[config.mk]
export PLATFORM = sky130hd
export DESIGN_NAME = jt12_cen_div
export DESIGN_NICKNAME = d
export VERILOG_FILES = /design/src/rtl/jt12_cen_pkg.sv /design/src/rtl/jt12_cen_rststretch.sv /design/src/rtl/jt12_cen_div.sv
export SDC_FILE = /design/constraint.sdc
export NUM_CORES = 1
export LEC_CHECK = 0
export ABC_AREA = 1
export ABC_CLOCK_PERIOD_IN_PS = 2430
export BUFFER_PORTS_ARGS = -buffer_cell sky130_fd_sc_hd__buf_2
export CAP_MARGIN = 20
export CORE_UTILIZATION = 35
export DETAILED_ROUTE_END_ITERATION = 10
export SETUP_SLACK_MARGIN = 0.5
export SLEW_MARGIN = 20
export SYNTH_ARGS = -nofsm -noshare
export SYNTH_HDL_FRONTEND = slang
export SYNTH_SLANG_ARGS = --single-unit
[constraint.sdc]
create_clock -name clk -period 2.43 [get_ports clk]
set_input_delay 0.1215 -clock clk [delete_from_list [all_inputs] [get_ports clk]]
set_output_delay 0.1215 -clock clk [all_outputs]
set_load 0.005 [all_outputs]
[src/rtl/jt12_cen_pkg.sv]
// Shared types and default constants for the jt12 clock-enable divider.
package jt12_cen_pkg;

  // Reset-stretch state: HOLD keeps rst_int asserted, RUN releases it.
  typedef enum logic {
    HOLD = 1'b0,
    RUN  = 1'b1
  } rst_state_e;

  // Default ratio-minus-1 loaded at reset (divide by 6).
  localparam int CEN_DEFDIV = 5;
  // Number of cen pulses rst_int stays high after reset release.
  localparam int CEN_RSTCYC = 3;

endpackage

[src/rtl/jt12_cen_rststretch.sv]
// Reset stretcher: holds rst_int high for RSTCYC cen pulses after rst drops.
// RSTCYC is expected to be at least 1.
module jt12_cen_rststretch
  import jt12_cen_pkg::*;
#(
  parameter int RSTCYC = CEN_RSTCYC
) (
  input  logic clk,
  input  logic rst,
  input  logic cen,
  output logic rst_int
);

  localparam int CW = (RSTCYC > 1) ? $clog2(RSTCYC + 1) : 1;

  rst_state_e    r_state, w_state_nx;
  logic [CW-1:0] r_cnt, w_cnt_nx;

  // State and pulse counter registers.
  always_ff @(posedge clk) begin
    if (rst) begin
      r_state <= HOLD;
      r_cnt   <= '0;
    end else begin
      r_state <= w_state_nx;
      r_cnt   <= w_cnt_nx;
    end
  end

  // Next state: leave HOLD on the RSTCYC-th cen; only rst returns to HOLD.
  always_comb begin
    w_state_nx = r_state;
    w_cnt_nx   = r_cnt;
    rst_int    = 1'b0;
    case (r_state)
      HOLD: begin
        rst_int = 1'b1;
        if (cen) begin
          if (r_cnt == CW'(RSTCYC - 1)) begin
            w_state_nx = RUN;
            w_cnt_nx   = '0;
          end else begin
            w_cnt_nx = r_cnt + CW'(1);
          end
        end
      end
      RUN:     w_state_nx = RUN;
      default: w_state_nx = HOLD;
    endcase
  end

endmodule

[src/rtl/jt12_cen_div.sv]
// Programmable clock-enable divider with glitch-free ratio changes.
// Ratio updates are deferred to the period boundary so no period is ever
// truncated or stretched. Optional macro JT12_CEN_CNT_EN enables the
// 16-bit cen pulse counter; otherwise cen_cnt is tied to zero.
module jt12_cen_div
  import jt12_cen_pkg::*;
#(
  parameter int DIVW   = 3,
  parameter int DEFDIV = CEN_DEFDIV,
  parameter int RSTCYC = CEN_RSTCYC
) (
  input  logic            clk,
  input  logic            rst,
  input  logic [DIVW-1:0] div_sel,
  input  logic            div_we,
  output logic            div_busy,
  output logic            cen,
  output logic            cen2,
  output logic            rst_int,
  output logic [15:0]     cen_cnt
);

  logic [DIVW-1:0] r_cnt, r_cur, r_pend;
  logic            r_busy, r_cen, r_cen2, r_phase;
  logic            w_bnd;

  // Last cycle of the current period.
  assign w_bnd = (r_cnt == r_cur);

  // Period counter, ratio hand-over and registered enables.
  always_ff @(posedge clk) begin
    if (rst) begin
      r_cnt   <= '0;
      r_cur   <= DIVW'(DEFDIV);
      r_pend  <= '0;
      r_busy  <= 1'b0;
      r_cen   <= 1'b0;
      r_cen2  <= 1'b0;
      r_phase <= 1'b0;
    end else begin
      r_cen  <= w_bnd;
      r_cen2 <= w_bnd & r_phase;
      if (w_bnd) r_phase <= ~r_phase;
      if (w_bnd) begin
        r_cnt <= '0;
        // Only a ratio pending before this edge is applied; a write landing
        // on the boundary itself waits for the next one.
        if (r_busy) r_cur <= r_pend;
      end else begin
        r_cnt <= r_cnt + DIVW'(1);
      end
      if (div_we) begin
        r_pend <= div_sel;
        r_busy <= 1'b1;
      end else if (w_bnd) begin
        r_busy <= 1'b0;
      end
    end
  end

  assign cen      = r_cen;
  assign cen2     = r_cen2;
  assign div_busy = r_busy;

`ifdef JT12_CEN_CNT_EN
  logic [15:0] r_cen_cnt;

  // Counts cen pulses; advances together with cen and wraps naturally.
  always_ff @(posedge clk) begin
    if (rst)        r_cen_cnt <= '0;
    else if (w_bnd) r_cen_cnt <= r_cen_cnt + 16'd1;
  end

  assign cen_cnt = r_cen_cnt;
`else
  assign cen_cnt = '0;
`endif

  jt12_cen_rststretch #(
    .RSTCYC (RSTCYC)
  ) u_rststretch (
    .clk     (clk),
    .rst     (rst),
    .cen     (r_cen),
    .rst_int (rst_int)
  );

endmodule

==> results.json <==
{
  "drt_pass1_iterations": 4,
  "hold-path-cell-count": 3,
  "globalplace.congestion": 0.749,
  "post-dp-hpwl_um": 885,
  "cts_inserted_buffers": 3,
  "cts_sinks": 16,
  "power_density_mw_per_mm2": 606,
  "start_kind": "flop",
  "synthDistinctLibCells": 21,
  "core_mm2": 0.00204,
  "synth_area_um2": 797,
  "hold_path_class": "in -> reg",
  "worstSetupPathType": "reg -> reg",
  "cpMostUsedCell": "nand2_1",
  "routed-via-count": 584,
  "r2r_cells": 7,
  "ioPinCount": 26,
  "ctsResizeCount": 0,
  "post_cts_buffers": 0,
  "rrSetupSlack_ns": 1.38,
  "rsz0062_at_grt": "no",
  "grt_pass1_vias": 477,
  "die_y_um": 49.7,
  "crit_fanout": 5,
  "cts_root_buf": "clkbuf_4",
  "ys.warnings.count": 0,
  "cap_viol_max_count": 0,
  "path_cells": "inv_1 -> nand2_1 -> nand2_1 -> nor2_1 -> nand4_1 -> nand2_1 -> nor2_2",
  "clock_skew_ns": 0.00269,
  "slowest_stage": "dfxtp_1",
  "finalSetupTns_ns": 0,
  "status": "complete, no violations",
  "max_stage_delay_ns": 0.41,
  "overflow": 0,
  "die_area_mm2": 0.00247,
  "nets": 123,
  "hold_buffers": 0,
  "drive_above_1_share": 0.191,
  "period_share": 0.433,
  "crit_family": "simple AND/OR/NAND/NOR gates",
  "die_width_um": 49.7,
  "path_clk_slew_ns": 0.09,
  "p_leak_nw": 0.420,
  "whs_ns": 0.0546,
  "postRouteAntennaNets": 0,
  "wire_per_inst_um": 7.87,
  "drv_slew": 0,
  "routed_wl_um": 1120,
  "track_usage": 0.0973,
  "drtIter0Drc": 8,
  "area_growth_syn_to_layout_pct": 6.44,
  "worstPathArrival_ns": 1.25,
  "insertion_delay_ns": 0.28,
  "rows": 16,
  "ys_ff_latch": 16,
  "cts_max_level": 1,
  "ctsLongestPathBuffers": 2,
  "diodes": 0,
  "required_ns": 2.62,
  "syn_area_per_cell_um2": 7.74,
  "finalSetupViolations": 0,
  "initial_core_util": 0.390,
  "routed_via_density": 4.11,
  "path_buf_inv": 1,
  "hold_viol": 0,
  "period_minus_slack_ns": 1.05,
  "peakVddDrop_uv": 343,
  "grt_pass1_wl_um": 1890,
  "numPortBuffers": 9,
  "cts_tree": "yes",
  "worstSetupEndpointType": "flop",
  "cp.depth": 7,
  "antenna_found_initial": 0,
  "fmax_ghz": 0.950,
  "yosysSeqAreaShare": 0.402,
  "grt_start_max_net_pins": 10,
  "syn_inst": 103,
  "drc_errors": 0
}
==> sequential cells by signal, summed over array words and instances, names as in the netlist <==
| name | count |
|---|---|
| r_pend | 3 |
| cen2 | 1 |
| div_busy | 1 |
| cen | 1 |
| r_phase | 1 |
| r_cur | 3 |
| r_cnt | 3 |
| u_rststretch.r_state | 1 |
| u_rststretch.r_cnt | 2 |
==> per-layer routing <==
metal | track usage | up-vias | wire [µm]
li1 | - | 313 | -
met3 | 0.0216 | 4 | 67
met4 | 0.0429 | 0 | 19
met5 | 0 | - | 0
met1 | 0.126 | 248 | 551
met2 | 0.153 | 19 | 479
==> report_power, final <==
part / internal (mW) / switching (mW) / leakage, nW
Sequential: 0.274 / 0.00907 / 0.131
Combinational: 0.0197 / 0.0376 / 0.268
Clock: 0.0911 / 0.0827 / 0.0210
Total: 0.384 / 0.129 / 0.420
==> final timing paths <==
path / start / to
setup / recovery: r_cnt[0] / r_cur[1]
hold reg to reg: r_pend[1] / r_pend[1]
hold / removal: div_sel[0] / r_pend[0]
setup reg to reg: r_cnt[0] / r_cur[1]
==> cells by family after synthesis <==
group           synth area share
compound gates            0.0675
xor+xnor                  0.0110
fa+ha+maj                 0.0157
buf+inv                    0.226
flops                      0.402
other cells              0.00471
simple gates               0.273
==> cell usage after synthesis <==
master	instances	area (µm²)
nand2_2	2	12.5
buf_4	16	120
inv_1	15	56.3
nor3_1	1	5.00
ha_1	1	12.5
nor2_2	1	6.26
a21oi_1	5	25.0
nand4_1	4	25.0
inv_2	1	3.75
xnor2_1	1	8.76
nand2_4	1	11.3
conb_1	1	3.75
nand3_4	1	17.5
dfxtp_1	16	320
o21ai_2	1	8.76
nor2_4	1	11.3
nor2_1	10	37.5
nand2_1	17	63.8
nand3_1	3	15.0
o21ai_0	4	20.0
nand4_2	1	12.5
==> cells in the final DEF, fill, tap and decap left out, drive strengths merged <==
master	n
a21oi	5
buf	9
clkbuf	4
conb	16
dfxtp	16
ha	1
inv	16
nand2	20
nand3	4
nand4	5
nor2	12
nor3	1
o21ai	5
xnor2	1
==> final cells by class <==
type	count	area, µm²
Inverter	16	60.1
Multi-Input combinational cell	70	353
Timing Repair Buffer	9	45.0
Sequential cell	16	320
Fill cell	221	1190
Tap cell	27	33.8
Clock buffer	4	36.3
==> worst min-delay path, delay by kind of cell <==
| kind | cells | cell delay (ns) |
|---|---|---|
| AND/OR/NAND/NOR | 2 | 0.11 |
| buffers and inverters | 1 | 0.07 |
==> per-stage QoR <==
step | utilization | cells | cell area [µm²] | setup WS, ns | total power, mW
2_1_floorplan | - | 118 | 853 | 1.49 | 0.350
3_3_place_gp | 0.398 | 138 | 812 | 1.43 | 0.345
3_5_place_dp | 0.398 | 138 | 812 | 1.38 | 0.346
4_1_cts | 0.415 | 142 | 848 | 1.37 | 0.519
5_1_grt | 0.415 | 142 | 848 | 1.28 | 0.536
6_report | 0.415 | 142 | 848 | 1.38 | 0.514
(Power assumes the default switching activity.)
